$ cat src/rtl/aes128_pkg.sv
// Shared AES-128 definitions: round constants, sequencer states
// and the GF(2^8) xtime helper used by Rcon and MixColumns.
package aes128_pkg;

    localparam int          NUM_ROUNDS_AES128 = 10;
    localparam logic [7:0]  RCON_INIT         = 8'h01;
    localparam logic [7:0]  RCON_POLY         = 8'h1B;

    typedef enum logic [2:0] {
        IDLE,
        INIT,
        ROUND,
        FINAL,
        DONE
    } aesState_e;

    function automatic logic [7:0] xtime(input logic [7:0] b);
        return {b[6:0], 1'b0} ^ (b[7] ? RCON_POLY : 8'h00);
    endfunction

endpackage

$ cat src/rtl/aes128_round_ctrl.sv
// Iterative AES-128 round sequencer: drives load/enable strobes,
// round index and Rcon for an external combinational round datapath.
module aes128_round_ctrl
    import aes128_pkg::*;
#(
    parameter int NUM_ROUNDS = NUM_ROUNDS_AES128,
    parameter int ROUND_W    = 4
) (
    input  logic               i_clk,
    input  logic               i_rst_n,
    input  logic               i_start_valid,
    output logic               o_start_ready,
    output logic               o_done_valid,
    input  logic               i_done_ready,
    input  logic               i_flush,
    output logic               o_load,
    output logic               o_state_en,
    output logic               o_key_en,
    output logic               o_mix_en,
    output logic [ROUND_W-1:0] o_round,
    output logic [7:0]         o_rcon,
    output logic               o_busy
);

    localparam logic [ROUND_W-1:0] LAST_FULL = ROUND_W'(NUM_ROUNDS - 1);
    localparam logic [ROUND_W-1:0] LAST_IDX  = ROUND_W'(NUM_ROUNDS);
    localparam logic [ROUND_W-1:0] ONE       = ROUND_W'(1);

    aesState_e          state;
    aesState_e          stateNext;
    logic [ROUND_W-1:0] roundCnt;
    logic [ROUND_W-1:0] roundCntNext;
    logic [7:0]         rconReg;
    logic [7:0]         rconNext;
    logic               startReady;

    always_ff @(posedge i_clk or negedge i_rst_n) begin
        if (!i_rst_n) begin
            state    <= IDLE;
            roundCnt <= '0;
            rconReg  <= RCON_INIT;
        end else begin
            state    <= stateNext;
            roundCnt <= roundCntNext;
            rconReg  <= rconNext;
        end
    end

    always_comb begin
        stateNext    = state;
        roundCntNext = roundCnt;
        rconNext     = rconReg;
        o_load       = 1'b0;
        o_state_en   = 1'b0;
        o_key_en     = 1'b0;
        o_mix_en     = 1'b0;
        o_round      = '0;
        o_rcon       = 8'h00;
        o_done_valid = 1'b0;
        o_busy       = 1'b0;
        startReady   = !i_flush &&
                       (state == IDLE || (state == DONE && i_done_ready));

        unique case (state)
            IDLE: begin
                if (i_start_valid && startReady) stateNext = INIT;
            end
            INIT: begin
                o_load       = 1'b1;
                o_state_en   = 1'b1;
                o_key_en     = 1'b1;
                o_mix_en     = 1'b1;
                o_busy       = 1'b1;
                roundCntNext = ONE;
                rconNext     = RCON_INIT;
                stateNext    = (NUM_ROUNDS == 1) ? FINAL : ROUND;
            end
            ROUND: begin
                o_state_en   = 1'b1;
                o_key_en     = 1'b1;
                o_mix_en     = 1'b1;
                o_busy       = 1'b1;
                o_round      = roundCnt;
                o_rcon       = rconReg;
                roundCntNext = roundCnt + ONE;
                rconNext     = xtime(rconReg);
                if (roundCnt == LAST_FULL) stateNext = FINAL;
            end
            FINAL: begin
                o_state_en = 1'b1;
                o_key_en   = 1'b1;
                o_busy     = 1'b1;
                o_round    = LAST_IDX;
                o_rcon     = rconReg;
                stateNext  = DONE;
            end
            DONE: begin
                o_done_valid = 1'b1;
                if (i_done_ready) stateNext = i_start_valid ? INIT : IDLE;
            end
            default: stateNext = IDLE;
        endcase

        // Abort wins over everything and must not disturb the datapath.
        if (i_flush) begin
            stateNext    = IDLE;
            roundCntNext = '0;
            rconNext     = RCON_INIT;
            o_load       = 1'b0;
            o_state_en   = 1'b0;
            o_key_en     = 1'b0;
        end
    end

    assign o_start_ready = startReady;

endmodule

$ cat config.mk
export PLATFORM = sky130hd
export DESIGN_NAME = aes128_round_ctrl
export DESIGN_NICKNAME = d
export VERILOG_FILES = /design/src/rtl/aes128_pkg.sv /design/src/rtl/aes128_round_ctrl.sv
export SDC_FILE = /design/constraint.sdc
export NUM_CORES = 1
export LEC_CHECK = 0
export ABC_AREA = 1
export CORE_MARGIN = 4
export CORE_UTILIZATION = 45
export DETAILED_ROUTE_END_ITERATION = 10
export PLACE_DENSITY = 0.74
export SLEW_MARGIN = 20
export SYNTH_ARGS = -nofsm -noshare
export SYNTH_HDL_FRONTEND = slang
export SYNTH_SLANG_ARGS = --single-unit
$ cat constraint.sdc
create_clock -name i_clk -period 2.7 [get_ports i_clk]
set_input_delay 0.54 -clock i_clk [delete_from_list [all_inputs] [get_ports i_clk]]
set_output_delay 0.54 -clock i_clk [all_outputs]
set_load 0.01 [all_outputs]
==> results_dict.tcl <==
set metrics [dict create \
    setup_viol 0 \
    timing.rr.end "state[0]" \
    io_pins 24 \
    seq_area_frac_synth_pct 40.24 \
    syn_nets 138 \
    drive_gt1_share_pct 7.895 \
    fin_nets 160 \
    cts_num_sinks 15 \
    placementRows 16 \
    area_growth_pct 26.74 \
    report.final.slew_viol_count 0 \
    syn_area_per_cell_um2 7.144 \
    total_power_mw 0.5467 \
    cts_resized 0 \
    io_buffers 23 \
    hp-start "rconReg[5]" \
    r2r_start "state[2]" \
    p_seq_share_pct 46.8 \
    clkSlewWorstSetupHoldPaths_ps 100 \
    timing.final.crit_share_pct 89.87 \
    worst_ep_arrival_time_ps 1890 \
    cts_made_buffers 3 \
    cp-end-kind "output port" \
    cts-root-buf "clkbuf_4" \
    clock_latency_ps 290 \
    finalSetupTns_ps 0 \
    grt_pass1_wl_um 3808 \
    switching_power_mw 0.1880 \
    drc 0 \
    hp-class "flip-flop to flip-flop" \
    synthesis.area_um2 935.9 \
    die_x_um 53.61 \
    relSlewSlack_pct 52.00 \
    holdPathEnd "rconReg[6]" \
    post_cts_buffers 0 \
    startpoint_type "input pin" \
    overflow 0 \
    place.gp.congestion 0.8149 \
    fp.coreArea_mm2 0.001962 \
    antenna_left 0 \
    routed_wl_um 2165 \
    status "completed" \
    cts_hold_buf 0 \
    p_per_area_mw_per_mm2 460.9 \
    dr.pass1.iters 4 \
    htreeDepth 1 \
    rr_worst_depth 6 \
    ys_types 20 \
    grt_max_degree 18 \
    drv_cap 0 \
    syn_inst 131 \
    wire_per_inst_um 12.09 \
    p_comb_share_pct 29.1 \
    max_freq_mhz 412.1 \
    r2r_slack_ps 1350 \
    worstSetupPathType "input pin to output port" \
    num_vias 896 \
    tightest_slew_ps 717.7 \
    hold_depth 2 \
    p_sw_share_pct 34.39 \
    ys_seq_elements 15 \
    die-area_mm2 0.002874 \
    cts_tree "done" \
    clockBufferDepth 2 \
    leakage_nw 0.5732 \
    first_iter_violations 12 \
    hold_violations 0 \
    cp_max_fo 2 \
    die_y_um 53.61 \
    n_antenna_cell 0 \
    grt_pass1_vias 831 \
    antenna_found_initial 0 \
    rsz0062_at_grt "false" \
    dp_hpwl_um 1544 \
    p_int_mw 0.3587 \
    vdd_drop_max_mv 0.2640 \
    pwr-share-clk_pct 24.1 \
    required_ps 2160 \
    via_per_inst 5.006 \
    period_minus_slack_ps 2426 \
    initial_core_util_pct 47.70 \
    utilization_pct 60.46 \
    synth_warnings 0 \
    grt_usage_pct 18.25 \
    fin_skew_ps 14.45 \
]
[critical path: stages]
cell	delay, ps
clkdlybuf4s50_1	460
inv_1	50
nand2_1	60
nor3b_1	200
clkdlybuf4s50_1	570
[per-layer routing]
| layer | up-vias | GRT usage (%) | share of wire, % |
|---|---|---|---|
| li1 | 457 | - | - |
| met4 | 0 | 7.660 | 1.6 |
| met2 | 25 | 30.61 | 46 |
| met5 | - | 0 | 0 |
| met1 | 410 | 23.44 | 48 |
| met3 | 4 | 2.493 | 4.8 |
[cells by family (layout without fill, tap and decap cells)]
kind of cell    after synthesis  in the layout  synth area share (%)
simple gates                 81             81                 40.51
compound gates                6              6                 3.208
buf+inv                      26             47                 12.43
flops                        15             15                 40.24
fa+ha+maj                     2              2                 2.673
xor+xnor                      1              1                0.9360
[cells in the mapped netlist]
cell type	number	area share [%]
dfstp_2	1	2.8
nor2_4	1	1.2
ha_1	2	2.7
xor2_1	1	0.94
a21oi_1	3	1.6
inv_2	2	0.80
nand2_2	3	2.0
nand3_4	1	1.9
nand2_1	35	14
nand3_1	9	4.8
inv_1	18	7.2
nor3_1	1	0.53
buf_2	3	1.6
nor2_1	18	7.2
buf_6	1	1.2
o21ai_0	3	1.6
dfrtp_1	14	37
nor3b_1	1	0.80
buf_4	2	1.6
nand4_1	12	8.0
[placed cells by master (no fill, tap or decap)]
cell type,Yosys,final
nor3b_1,1,1
a21oi_1,3,3
xor2_1,1,1
nand3_1,9,9
dfstp_2,1,1
o21ai_0,3,3
inv_1,18,18
clkbuf_4,0,3
nand2_1,35,35
clkdlybuf4s50_1,0,23
nand4_1,12,12
inv_2,2,2
ha_1,2,2
nor2_1,18,18
clkinv_2,0,1
nand3_4,1,1
dfrtp_1,14,14
nor2_4,1,1
nand2_2,3,3
nor3_1,1,1
[power by group through the flow]
stage	Sequential [mW]	Combinational (mW)	Clock (mW)
5_1_grt	0.259	0.178	0.145
4_1_cts	0.256	0.161	0.135
3_3_place_gp	0.259	0.156	0
2_1_floorplan	0.256	0.102	0
6_report	0.256	0.159	0.132
3_5_place_dp	0.261	0.160	0
[state kept, by name, summed over array words and instances (netlist names)]
name and count:
rconReg 8, state 3, roundCnt 4
[how the worst max path moves through the flow]
stage                 startpoint             to  slack (ps)
global placement         i_flush       o_key_en         290
finish              i_done_ready  o_start_ready         270
detailed placement       i_flush       o_key_en         270
floorplan               state[0]     o_state_en         990
global route             i_flush       o_key_en         160
CTS                      i_flush       o_key_en         270
[through the flow]
| step | hold WS [ps] | cell area [um2] | std cells | setup WS, ps |
|---|---|---|---|---|
| 3_3_place_gp | 485.4 | 1159 | 175 | 294.9 |
| 5_1_grt | 558.4 | 1186 | 179 | 161.7 |
| 2_1_floorplan | 244.4 | 935.9 | 131 | 989.4 |
| 6_report | 504.6 | 1186 | 179 | 273.6 |
| 3_5_place_dp | 486.9 | 1159 | 175 | 269.7 |
| 4_1_cts | 510.9 | 1186 | 179 | 269.7 |
[final cells by class]
type                            count  area, um2
Clock buffer                        3      22.52
Clock inverter                      1      5.005
Fill cell                         207      775.7
Inverter                           20      75.07
Multi-Input combinational cell     90      442.9
Sequential cell                    15      376.6
Tap cell                           27      33.78
Timing Repair Buffer               23      230.2
No activity file was read; power rests on OpenSTA's default activity.
